--- config.mk ---
export PLATFORM = sky130hd
export DESIGN_NAME = nibble_serial_add_ctrl_flat
export DESIGN_NICKNAME = d
export VERILOG_FILES = /design/src/rtl/nibble_serial_add_ctrl_pkg.sv /design/src/rtl/nibble_serial_add_ctrl_if.sv /design/src/rtl/nibble_serial_add_ctrl_nibble_adder.sv /design/src/rtl/nibble_serial_add_ctrl.sv /design/src/flat_wrapper.sv
export SDC_FILE = /design/constraint.sdc
export NUM_CORES = 1
export LEC_CHECK = 0
export ABC_AREA = 1
export BUFFER_PORTS_ARGS = -buffer_cell sky130_fd_sc_hd__buf_4
export CORE_MARGIN = 2
export CORE_UTILIZATION = 40
export DETAILED_ROUTE_END_ITERATION = 7
export PLACE_DENSITY_LB_ADDON = 0.3
export SKIP_CTS_REPAIR_TIMING = 1
export SLEW_MARGIN = 20
export SYNTH_ARGS = -nofsm -noshare
export SYNTH_HDL_FRONTEND = slang
export SYNTH_SLANG_ARGS = --single-unit
export TNS_END_PERCENT = 5
--- constraint.sdc ---
create_clock -name clock -period 3.7 [get_ports clock]
set_input_delay 0.185 -clock clock [delete_from_list [all_inputs] [get_ports clock]]
set_output_delay 0.185 -clock clock [all_outputs]
set_load 0.005 [all_outputs]
--- src/rtl/nibble_serial_add_ctrl_pkg.sv ---
`default_nettype none
// ============================================================================
// Module   : nsa_pkg
// Brief    : Shared constants, state encoding and index-width helper.
// Revision : 1.0 - initial release
// ============================================================================
package nsa_pkg;

    localparam int NIBBLE_W = 4;

    localparam logic [1:0] S_IDLE = 2'd0;
    localparam logic [1:0] S_ADD  = 2'd1;
    localparam logic [1:0] S_DONE = 2'd2;

    typedef enum logic [1:0] {
        ST_IDLE = S_IDLE,
        ST_ADD  = S_ADD,
        ST_DONE = S_DONE
    } state_t;

    // Bits needed to count 0..n-1; never less than one.
    function automatic int idx_width(input int n);
        int w;
        w = 1;
        while ((1 << w) < n) w++;
        return w;
    endfunction

endpackage
`default_nettype wire

--- src/rtl/nibble_serial_add_ctrl_if.sv ---
`default_nettype none
// ============================================================================
// Module   : nibble_serial_add_ctrl_if
// Brief    : Request/result bundle for the serial adder; ovf with NSA_OVERFLOW_EN.
// Revision : 1.0 - initial release
// ============================================================================
interface nibble_serial_add_ctrl_if
    import nsa_pkg::*;
#(
    parameter int NIBBLES = 4
) ();
    localparam int W = NIBBLE_W * NIBBLES;

    logic         start;
    logic [W-1:0] a;
    logic [W-1:0] b;
    logic         c_in;
    logic         busy;
    logic         done;
    logic [W-1:0] sum;
    logic         c_out;
`ifdef NSA_OVERFLOW_EN
    logic         ovf;

    modport master (output start, a, b, c_in, input busy, done, sum, c_out, ovf);
    modport slave  (input start, a, b, c_in, output busy, done, sum, c_out, ovf);
`else
    modport master (output start, a, b, c_in, input busy, done, sum, c_out);
    modport slave  (input start, a, b, c_in, output busy, done, sum, c_out);
`endif
endinterface
`default_nettype wire

--- src/rtl/nibble_serial_add_ctrl_nibble_adder.sv ---
`default_nettype none
// ============================================================================
// Module   : nibble_adder
// Brief    : Combinational 4-bit ripple-carry adder, also exposing carry into bit 3.
// Revision : 1.0 - initial release
// ============================================================================
module nibble_adder
    import nsa_pkg::*;
(
    input  wire logic [NIBBLE_W-1:0] a,
    input  wire logic [NIBBLE_W-1:0] b,
    input  wire logic                c_in,
    output logic      [NIBBLE_W-1:0] s,
    output logic                     c_out,
    output logic                     c3
);
    logic [NIBBLE_W:0] w_c;

    assign w_c[0] = c_in;

    for (genvar i = 0; i < NIBBLE_W; i++) begin : g_bit
        assign s[i]     = a[i] ^ b[i] ^ w_c[i];
        assign w_c[i+1] = (a[i] & b[i]) | (w_c[i] & (a[i] ^ b[i]));
    end

    assign c_out = w_c[NIBBLE_W];
    assign c3    = w_c[NIBBLE_W-1];
endmodule
`default_nettype wire

--- src/rtl/nibble_serial_add_ctrl.sv ---
`default_nettype none
// ============================================================================
// Module   : nibble_serial_add_ctrl
// Brief    : Wide add sequenced one nibble per clock through a single 4-bit adder.
//            Optional signed-overflow flag with NSA_OVERFLOW_EN.
// Revision : 1.0 - initial release
// ============================================================================
module nibble_serial_add_ctrl
    import nsa_pkg::*;
#(
    parameter int NIBBLES = 4
) (
    input  wire logic         clock,
    input  wire logic         resetn,
    nibble_serial_add_ctrl_if.slave bus
);
    localparam int W  = NIBBLE_W * NIBBLES;
    localparam int IW = idx_width(NIBBLES);

    state_t                r_state;
    state_t                w_state_nxt;
    logic [IW-1:0]         r_idx;
    logic                  r_carry;
    logic [W-1:0]          r_a;
    logic [W-1:0]          r_b;
    logic [W-1:0]          r_sum;
    logic                  r_c_out;
    logic [NIBBLE_W-1:0]   w_a_nib;
    logic [NIBBLE_W-1:0]   w_b_nib;
    logic [NIBBLE_W-1:0]   w_s;
    logic                  w_co;
    logic                  w_c3;
    logic                  w_last;

    assign w_last = (r_idx == IW'(NIBBLES - 1));

    always_comb begin
        w_a_nib = '0;
        w_b_nib = '0;
        for (int i = 0; i < NIBBLES; i++) begin
            if (r_idx == IW'(i)) begin
                w_a_nib = r_a[i*NIBBLE_W +: NIBBLE_W];
                w_b_nib = r_b[i*NIBBLE_W +: NIBBLE_W];
            end
        end
    end

    nibble_adder u_adder (
        .a     (w_a_nib),
        .b     (w_b_nib),
        .c_in  (r_carry),
        .s     (w_s),
        .c_out (w_co),
        .c3    (w_c3)
    );

    always_ff @(posedge clock or negedge resetn) begin
        if (!resetn) r_state <= ST_IDLE;
        else         r_state <= w_state_nxt;
    end

    always_comb begin
        w_state_nxt = r_state;
        case (r_state)
            ST_IDLE: if (bus.start) w_state_nxt = ST_ADD;
            ST_ADD:  if (w_last)    w_state_nxt = ST_DONE;
            ST_DONE:                w_state_nxt = ST_IDLE;
            default:                w_state_nxt = ST_IDLE;
        endcase
    end

    always_ff @(posedge clock or negedge resetn) begin
        if (!resetn) begin
            r_idx   <= '0;
            r_carry <= 1'b0;
            r_a     <= '0;
            r_b     <= '0;
            r_sum   <= '0;
            r_c_out <= 1'b0;
        end else begin
            case (r_state)
                ST_IDLE: begin
                    if (bus.start) begin
                        r_a     <= bus.a;
                        r_b     <= bus.b;
                        r_carry <= bus.c_in;
                        r_idx   <= '0;
                        r_sum   <= '0;
                        r_c_out <= 1'b0;
                    end
                end
                ST_ADD: begin
                    for (int i = 0; i < NIBBLES; i++) begin
                        if (r_idx == IW'(i)) r_sum[i*NIBBLE_W +: NIBBLE_W] <= w_s;
                    end
                    r_carry <= w_co;
                    if (w_last) r_c_out <= w_co;
                    else        r_idx   <= r_idx + 1'b1;
                end
                default: ;
            endcase
        end
    end

`ifdef NSA_OVERFLOW_EN
    logic r_ovf;

    // Signed overflow: carry into the MSB differs from carry out of it.
    always_ff @(posedge clock or negedge resetn) begin
        if (!resetn) begin
            r_ovf <= 1'b0;
        end else if (r_state == ST_IDLE && bus.start) begin
            r_ovf <= 1'b0;
        end else if (r_state == ST_ADD && w_last) begin
            r_ovf <= w_c3 ^ w_co;
        end
    end

    assign bus.ovf = r_ovf;
`else
    logic w_unused_c3;
    assign w_unused_c3 = w_c3;
`endif

    assign bus.busy  = (r_state == ST_ADD);
    assign bus.done  = (r_state == ST_DONE);
    assign bus.sum   = r_sum;
    assign bus.c_out = r_c_out;
endmodule
`default_nettype wire

--- src/flat_wrapper.sv ---
// flat-port wrapper written by rule: the top's interface ports become plain ports
module nibble_serial_add_ctrl_flat import nsa_pkg::*;
#(
    parameter int NIBBLES = 4
)
  (clock, resetn, bus_start, bus_a, bus_b, bus_c_in, bus_busy, bus_done, bus_sum, bus_c_out);
  nibble_serial_add_ctrl_if #(.NIBBLES(NIBBLES)) bus_i ();
  input  wire logic clock;
  input  wire logic resetn;
  input wire logic [$bits(bus_i.start)-1:0] bus_start;
  input wire logic [$bits(bus_i.a)-1:0] bus_a;
  input wire logic [$bits(bus_i.b)-1:0] bus_b;
  input wire logic [$bits(bus_i.c_in)-1:0] bus_c_in;
  output wire logic [$bits(bus_i.busy)-1:0] bus_busy;
  output wire logic [$bits(bus_i.done)-1:0] bus_done;
  output wire logic [$bits(bus_i.sum)-1:0] bus_sum;
  output wire logic [$bits(bus_i.c_out)-1:0] bus_c_out;
  assign bus_i.start = bus_start;
  assign bus_i.a = bus_a;
  assign bus_i.b = bus_b;
  assign bus_i.c_in = bus_c_in;
  assign bus_busy = bus_i.busy;
  assign bus_done = bus_i.done;
  assign bus_sum = bus_i.sum;
  assign bus_c_out = bus_i.c_out;
  nibble_serial_add_ctrl #(.NIBBLES(NIBBLES)) u_core (.clock(clock), .resetn(resetn), .bus(bus_i));
endmodule
[Word level (Yosys, flattened, before mapping)]
Cells that the tools add are included.
Storage, ports and cells
  flip-flop bits (word level): 54
  latch bits: 0
  memory bits (writable): 0
  memory bits (read-only): 0
  input bits: 36
  output and inout bits: 19
  word-level logic and storage cells: 78
  memories: 0
Operators by class
  $add $sub $neg: 1
  multiply operators: 0
  divide/modulo/power cells: 0
  order comparisons: 0
  eq/ne operators: 11
  shift operators: 0
  muxes and demuxes: 25
  bitwise logic cells: 20
  reduce and logical (&&, ||, !) cells: 11
Operator list (count)
  two-way mux 4 bit: 12
  one-hot mux 16 bit (2 select lines): 1
  two-way mux 16 bit: 1
  AND reduction 3 bit: 5
  bitwise AND 1 bit: 8
  two-way mux 2 bit: 4
  != test 2 x 1 -> 1 bit, second input constant: 4
  one-hot mux 2 bit (2 select lines): 2
  XOR 1 bit: 8
  equality test 2 bit, second input constant: 3
  AND reduction 2 bit: 3
  equality test 2 x 1 -> 1 bit, second input constant: 2
  zero test 2 bit: 2
  != test 2 bit, second input constant: 2
  OR 1 bit: 4
  one-hot mux 1 bit (2 select lines): 2
  two-way mux 1 bit: 3
  adder 2 x 1 -> 2 bit, second input constant: 1
  nonzero test 2 bit: 1

[Depth between registers and ports, before layout]
Gate-level depths: netlist of run 1.
  depth after elaboration: 16
  mapped depth: 19
  depth with buffers taken out: 18

[Hierarchy]
From an unflattened synthesis of run 1, not the netlist that was laid out.
Second synthesis, totals
  cells, all modules: 349
  area total of the unflattened synthesis: 2683.8 sq um
Modules (own cells, without submodules)
  nibble_serial_add_ctrl: times used 1, cells each 337, area each 2573.7 sq um, seq. area each 1351.3 sq um
  nibble_adder: times used 1, cells each 12, area each 110.1 sq um, seq. area each 0.0 sq um

[Least setup slack after synthesis of run 1]
Ideal clock, no wire load.
  kind: reg2reg
  from: reg u_core.r_idx[0]
  to: reg u_core.r_sum[15], in the netlist u_core.bus.sum[15]
  library setup time: 0.066 ns
  arrival: 2.982 ns
  data required time: 3.634 ns
  setup slack: 0.653 ns
  cell stages (with the launch flop): 19
  path buffers: 1
  clock period less this slack: 3.047 ns
  path through: dfrtp_1 inv_1 ha_1 buf_2 inv_1 nor2_1 nor2_1 nand2_1 nand2_1 fa_1 inv_1 fa_1 inv_1 fa_1 fa_1 inv_1 nor2_1 nand2_1 nand2_1
On the way
  cells in the longest elaborated chain, start to end: 15
  elaborated cells on any way between the ends: 30
  classes of those cells: 4 x eq/ne; 10 x mux; 14 x bitwise; 2 x reduce/logical
RTL lines
  start: declaration: RTL line nibble_serial_add_ctrl.sv:22  | logic [IW-1:0] r_idx;
  start signal: assignment: RTL line nibble_serial_add_ctrl.sv:98  | else r_idx <= r_idx + 1'b1;
  zero test 2 bit: RTL line nibble_serial_add_ctrl.sv:41  | if (r_idx == IW'(i)) begin
  two-way mux 4 bit (4 in series): RTL line nibble_serial_add_ctrl.sv:41
  XOR 1 bit: RTL line nibble_serial_add_ctrl_nibble_adder.sv:23  | assign w_c[i+1] = (a[i] & b[i]) | (w_c[i] & (a[i] ^ b[i]));
  bitwise AND 1 bit: RTL line nibble_serial_add_ctrl_nibble_adder.sv:23
  OR 1 bit: RTL line nibble_serial_add_ctrl_nibble_adder.sv:23
  bitwise AND 1 bit: RTL line nibble_serial_add_ctrl_nibble_adder.sv:23
  OR 1 bit: RTL line nibble_serial_add_ctrl_nibble_adder.sv:23
  bitwise AND 1 bit: RTL line nibble_serial_add_ctrl_nibble_adder.sv:23
  OR 1 bit: RTL line nibble_serial_add_ctrl_nibble_adder.sv:23
  XOR 1 bit: RTL line nibble_serial_add_ctrl_nibble_adder.sv:22  | assign s[i] = a[i] ^ b[i] ^ w_c[i];
  two-way mux 4 bit: RTL line nibble_serial_add_ctrl.sv:94  | if (r_idx == IW'(i)) r_sum[i*NIBBLE_W +: NIBBLE_W] <= w_s;
  one-hot mux 16 bit (2 select lines): RTL line nibble_serial_add_ctrl.sv:81  | case (r_state)
  end signal: indexed assignment: RTL line nibble_serial_add_ctrl.sv:94
  end: declaration: RTL line nibble_serial_add_ctrl.sv:26  | logic [W-1:0] r_sum;
Parallel ways exist; a longest one is shown, timed or not. The select of a mux whose other input is x is not followed.
A chain may end at the register's enable or synchronous reset.

[Worst setup path after layout of run 1]
  from: reg u_core.r_idx[1]
  to: reg u_core.r_sum[7], in the netlist u_core.bus.sum[7]
The elaborated chain is that of the path after synthesis.

==> impl_metrics.ini, run 1 <==
[placed_design]
pre_cts_slack_ns = 0.415
gp_congestion = 0.835
port_buffers = 54
hpwlAfterDp_um = 3920
place_area_um2 = 3060

[finish]
num_antenna_cells = 0
drive_above_1_share_pct = 17.9
final_area_um2 = 3160
fin_nets = 422
fillerInstances = 660
syn_to_final_growth_pct = 21.3

[worst_setup_path]
cp.arrival_ns = 3.54
required_ns = 3.94
end_kind = flop
r2r_slack_ns = 0.40
crit_fanout = 11
startpoint_type = flop
worstSetupPathType = reg -> reg

[power_and_ir_drop]
seqPwrFrac_pct = 37.1
p_comb_share_pct = 50.8
total_power_w = 0.00273
intPower_w = 0.00153
p_per_area_nw_per_um2 = 864
ir_worst_vdd_mv = 0.397
p_leak_nw = 1.79
power.share.clock_pct = 12.0
power.switching_w = 0.00119
p_sw_share_pct = 43.8

[synth]
synth.net_count = 371
ys_warn_count = 0
synth_compound_area_share_pct = 9.13
synthArstFlopShare_pct = 100
synth_top_flop_cell = dfrtp_1
synth.ff_latch_count = 54
synth_cells = 327
synthAdderAreaFrac_pct = 5.00
netlist_top_cells_area = dfrtp_1 (52%), nand2_1 (15%), inv_1 (6.6%), o21ai_0 (5.6%), nand3_1 (5.2%)
synth_top_family_by_area = simple AND/OR/NAND/NOR gates
synthesis.area_um2 = 2600
synth.avg_cell_area_um2 = 7.96
synth.area.mux_share_pct = 0
synth_edf_count = 0
synth_top_cell_by_area = dfrtp_1
ys_seq_area_share_pct = 51.9
synth_xor_area_share_pct = 0
yosysUniqueCellTypes = 19
synth.top_cell.area_share_pct = 51.9
synthSimpleGateAreaFrac_pct = 24.8

[hold_path]
hold_class = in -> reg

[global_routing]
grt_use_total_pct = 15.7
overflow = 0
grt_max_degree = 55
antenna_found_initial = 0
grt_pass1_vias = 2078
grt_pass1_wl_um = 9290

[route]
via_count = 2097
drt_iter0_markers = 131
firstDrtPassIters = 4
via_per_inst = 4.60
drc = 0
routed_wl_um = 5300
ant_nets = 0
wl_per_cell_um = 11.6

[status]
status = finished, final reports clean

[timing]
worst_slack_ns = 0.398
clock.fmax_mhz = 303
worst_pin_slew_ns = 0.844
timing.hold.ws_ns = 0.127
setup_tns_ns = 0
finalClockSkew_ns = 0.00987
hold_violations = 0
fin_crit_ns = 3.30
slew_violations = 0
finalCritPeriodShare_pct = 89.2
setup_viol = 0
slew_headroom_pct = 43.7
rsz0062_at_grt = no

[floorplanning]
core.rowCount = 29
ioPinCount = 55
die_w_um = 84.7
fp.dieH_um = 84.7
start_util_pct = 41.2
die_area_um2 = 7170
core_area_um2 = 6310

[cts]
worstSkewPairLatency_ns = 0.30
cts_buffer_depth = 2
h-tree-depth = 2
cts_buffers = 5
cts_root_buf = clkbuf_8
cts.clk_slew.worst_paths_ns = 0.09
clock_sinks = 54
cts_tree = yes

[run]
maxCapViolations = 0
-- critical path: stages, from the launching register on --
cell and delay, ns:
dfrtp_1 0.42, inv_1 0.09, ha_1 0.38, nor2_1 0.13
nand2_1 0.09, nand2_1 0.05, nand2_1 0.05, nand2_1 0.07
fa_1 0.41, inv_1 0.08, fa_1 0.16, inv_1 0.05
fa_1 0.38, fa_1 0.49, inv_1 0.04, nor2_1 0.21
nand2_1 0.09, nand2_1 0.06
-- through the flow --
stage,cells,utilization (%)
after floorplan,327,-
after global placement,447,48.4
after detailed placement,447,48.4
after CTS,455,49.9
after global routing,456,50.0
final,456,50.0
-- synthesized netlist by cell type, types with 3 or more instances --
cell / instances
clkbuf_1: 3
nand2_1: 105
buf_2: 8
nor2_1: 22
o21ai_0: 29
dfrtp_1: 54
a21oi_1: 17
nand3_1: 27
ha_1: 4
inv_1: 46
fa_1: 4
-- cells by family after synthesis --
family,Yosys count
AND/OR/NAND/NOR,158
buffers and inverters,60
flip-flops,54
AO/OA/AOI/OAI,47
adder cells (fa/ha/maj),8
-- final cells by class --
| class | count | area [um^2] | share of cell area [%] |
|---|---|---|---|
| Timing Repair Buffer | 57 | 430 | 13.6 |
| Inverter | 47 | 176 | 5.58 |
| Sequential cell | 54 | 1350 | 42.8 |
| Clock inverter | 1 | 5.00 | 0.158 |
| Tap cell | 77 | 96.3 | 3.05 |
| Multi-Input combinational cell | 213 | 1010 | 32.1 |
| Clock buffer | 7 | 86.3 | 2.73 |
-- metal layers --
metal	wire length, um	part of all wire [%]	track usage, %	vias up
met2	2420	46	24.9	49
met3	282	5.3	4.03	4
met4	37	0.70	3.32	0
met1	2560	48	22.0	930
met5	0	0	0	-
li1	-	-	-	1114
-- sequential cells by signal, summed over array words and instances (netlist names) --
signal,flops
u_core.r_idx,2
u_core.r_b,16
u_core.r_state,2
u_core.bus.c_out,1
u_core.r_a,16
u_core.bus.sum,16
u_core.r_carry,1
-- power by group through the flow --
stage	Sequential (W)	Clock [W]	Combinational (W)
floorplan	0.000982	0	0.00101
global placement	0.00102	0	0.00136
detailed placement	0.00103	0	0.00140
CTS	0.00101	0.000338	0.00141
global route	0.00105	0.000363	0.00164
finish	0.00101	0.000328	0.00139
-- placed cells by master, fill, tap and decap left out, drive strengths merged --
| cell type | instances |
|---|---|
| a21boi | 1 |
| a21oi | 17 |
| buf | 56 |
| clkbuf | 7 |
| clkinv | 1 |
| dfrtp | 54 |
| dlygate4sd3 | 1 |
| fa | 4 |
| ha | 4 |
| inv | 47 |
| nand2 | 106 |
| nand3 | 28 |
| nor2 | 23 |
| o21ai | 29 |
| or2 | 1 |
-- worst paths after layout --
check / start / endpoint / cells after the start
min in group asynchronous: resetn / u_core.r_b[5] / 2
worst min-delay path: bus_b[5] / u_core.r_b[5] / 3
worst max register to register: u_core.r_idx[1] / u_core.bus.sum[7] / 17
worst min register to register: u_core.r_a[12] / u_core.r_a[12] / 2
worst max-delay path: u_core.r_idx[1] / u_core.bus.sum[7] / 17
max in group asynchronous: resetn / u_core.r_a[13] / 2
Power figures use the tool's default switching activity.
==> run 2, diff against run 1 <==
- ABC_AREA: 1 -> default
- clock period: 3.7 -> 2.8 ns (I/O delays scaled with it)
==> impl_metrics.ini, run 2 <==
[route]
drc = 0
wl_per_cell_um = 15.6
via_per_inst = 5.30
via_count = 1960
routed_wl_um = 5750
ant_nets = 0
drt_iter0_markers = 63
firstDrtPassIters = 4

[worst_setup_path]
r2r_slack_ns = -0.11
rr_endpoint = u_core.bus.sum[11]
cp.arrival_ns = 3.15
required_ns = 3.03
end_kind = flop
reg2reg_depth = 12
crit_fanout = 5
regToRegStartpoint = u_core.r_idx[0]
worstSetupPathType = reg -> reg
startpoint_type = flop

[cts]
cts_root_buf = clkbuf_8
cts.clk_slew.worst_paths_ns = 0.10
clock_sinks = 54
cts_buffer_depth = 2
cts_buffers = 5
h-tree-depth = 2
worstSkewPairLatency_ns = 0.31
cts_tree = yes

[global_routing]
overflow = 0
antenna_found_initial = 0
grt_use_total_pct = 16.8
grt_max_degree = 55
grt_pass1_wl_um = 9540
grt_pass1_vias = 1994

[timing]
hold_violations = 0
fin_crit_ns = 2.91
finalCritPeriodShare_pct = 104
clock.fmax_mhz = 343
worst_slack_ns = -0.114
slew_violations = 0
setup_viol = 6
worst_pin_slew_ns = 0.793
rsz0062_at_grt = yes
slew_headroom_pct = 47.1
finalClockSkew_ns = 0.00511

[synth]
synth_xor_area_share_pct = 0
ys_warn_count = 0
netlist_top_cells_count = dfrtp_1 (54), nand2_1 (49), mux2_2 (30), o211ai_1 (15)
synth_top_cell_by_area = dfrtp_1
synth_compound_area_share_pct = 10.8
yosysMostFrequentCell = dfrtp_1
synth.ff_latch_count = 54
synth.area.mux_share_pct = 14.0
synthArstFlopShare_pct = 100
synth.top_cell.area_share_pct = 52.5
synth.net_count = 269
synthesis.area_um2 = 2580
synth_top_flop_cell = dfrtp_1
synthSimpleGateAreaFrac_pct = 14.2
synth_top_family_by_area = simple AND/OR/NAND/NOR gates
synthAdderAreaFrac_pct = 5.05
ys_seq_area_share_pct = 52.5
synth.avg_cell_area_um2 = 11.4
yosysUniqueCellTypes = 31
netlist_top_cells_area = dfrtp_1 (52%), mux2_2 (13%), nand2_1 (7.1%), o211ai_1 (4.4%), fa_1 (3.1%)
synth_cells = 225
synth_edf_count = 0

[finish]
final_area_um2 = 3320
fillerInstances = 588
drive_above_1_share_pct = 42.7
final_common_cell = buf_4
syn_to_final_growth_pct = 29.0
mostFrequentLayoutCells = buf_4 (68), dfrtp_1 (52), nand2_1 (49), mux2_2 (30), o211ai_1 (15)
num_antenna_cells = 0
fin_nets = 336

[hold_path]
hp-start = bus_b[5]
min_path_cells = 2
min_to = u_core.r_b[5]
hold_class = in -> reg

[power_and_ir_drop]
p_leak_nw = 1.44
p_per_area_nw_per_um2 = 1230
total_power_w = 0.00409
ir_worst_vdd_mv = 0.517

[run]
maxCapViolations = 0

[placed_design]
hpwlAfterDp_um = 4220
gp_congestion = 0.759
place_area_um2 = 3150
port_buffers = 54

[floorplanning]
die_area_um2 = 7100
core.rowCount = 29
start_util_pct = 41.0
fp.dieH_um = 84.3
core_area_um2 = 6280
ioPinCount = 55
die_w_um = 84.3

[status]
violations = negative setup slack
status = finished with violations
-- run 2: cell count changes after synthesis, moves of 6 or more --
cell,before,now
a21oi_1,17,2
a31oi_1,0,6
buf_2,8,2
inv_1,46,6
mux2_2,0,30
nand2_1,105,49
nand3_1,27,2
nand3b_1,0,6
nor2_1,22,5
nor2b_1,0,6
o211ai_1,0,15
o21ai_0,29,0
o22ai_1,0,6
-- run 2: area by class of cell --
type                    count  area (um^2)  share of cell area (%)
multi-input cells         155         1220                    36.9
clock buffers               6         82.6                    2.48
well taps                  77         96.3                    2.90
clock inverters             2         12.5                   0.377
flip-flops and latches     54         1350                    40.7
repair buffers             69          520                    15.7
inverters                   7         32.5                   0.979
-- run 2: kinds of logic after synthesis --
kind of cell,count (synthesis)
compound gates,38
fa+ha+maj,8
buf+inv,16
flops,54
mux,32
simple gates,77
-- run 2: critical path, stage by stage (launching register included) --
cell and delay [ns]:
dfrtp_2 0.48, ha_4 0.21, clkinvlp_4 0.13, o22ai_2 0.19
a31oi_2 0.07, fa_2 0.37, inv_1 0.07, fa_1 0.16
inv_1 0.05, fa_2 0.33, fa_1 0.49, nand2b_1 0.11
o211ai_1 0.18
-- run 2: per-stage QoR --
| step | utilization, % | std cells | TNS (ns) | worst slack, ns | hold WS [ns] |
|---|---|---|---|---|---|
| finish | 52.9 | 370 | -0.519 | -0.114 | 0.0463 |
| global route | 52.9 | 370 | -1.39 | -0.246 | 0.0408 |
| CTS | 51.7 | 368 | -1.30 | -0.202 | -0.115 |
| detailed placement | 50.2 | 360 | -1.10 | -0.185 | 0.227 |
| global placement | 50.2 | 360 | -0.0495 | -0.0131 | 0.221 |
| floorplan | - | 225 | -0.0331 | -0.00829 | -0.156 |
-- run 2: worst max-delay path by stage --
stage / cells after the start / endpoint / from / slack [ns]
after CTS: 12 / u_core.bus.sum[15] / u_core.r_idx[1] / -0.20
after detailed placement: 12 / u_core.bus.sum[15] / u_core.r_idx[1] / -0.18
after global placement: 12 / u_core.bus.sum[15] / u_core.r_idx[1] / -0.01
after floorplan: 13 / u_core.bus.sum[15] / u_core.r_idx[1] / -0.008
final: 12 / u_core.bus.sum[11] / u_core.r_idx[0] / -0.11
after global routing: 12 / u_core.bus.sum[11] / u_core.r_idx[0] / -0.25
-- run 2: metal layers --
metal,vias up,track usage [%],routed length [um],part of all wire [%]
li1,928,-,-,-
met1,948,23.3,2630,46
met2,70,25.1,2630,46
met3,14,4.62,361,6.3
met4,0,6.30,131,2.3
met5,-,0,0,0
-- run 2: where the power goes --
part | total (W) | internal (W) | leakage (nW) | switching [W]
Sequential | 0.00145 | 0.00115 | 0.661 | 0.000304
Combinational | 0.00218 | 0.00106 | 0.732 | 0.00112
Clock | 0.000456 | 0.000199 | 0.0472 | 0.000257
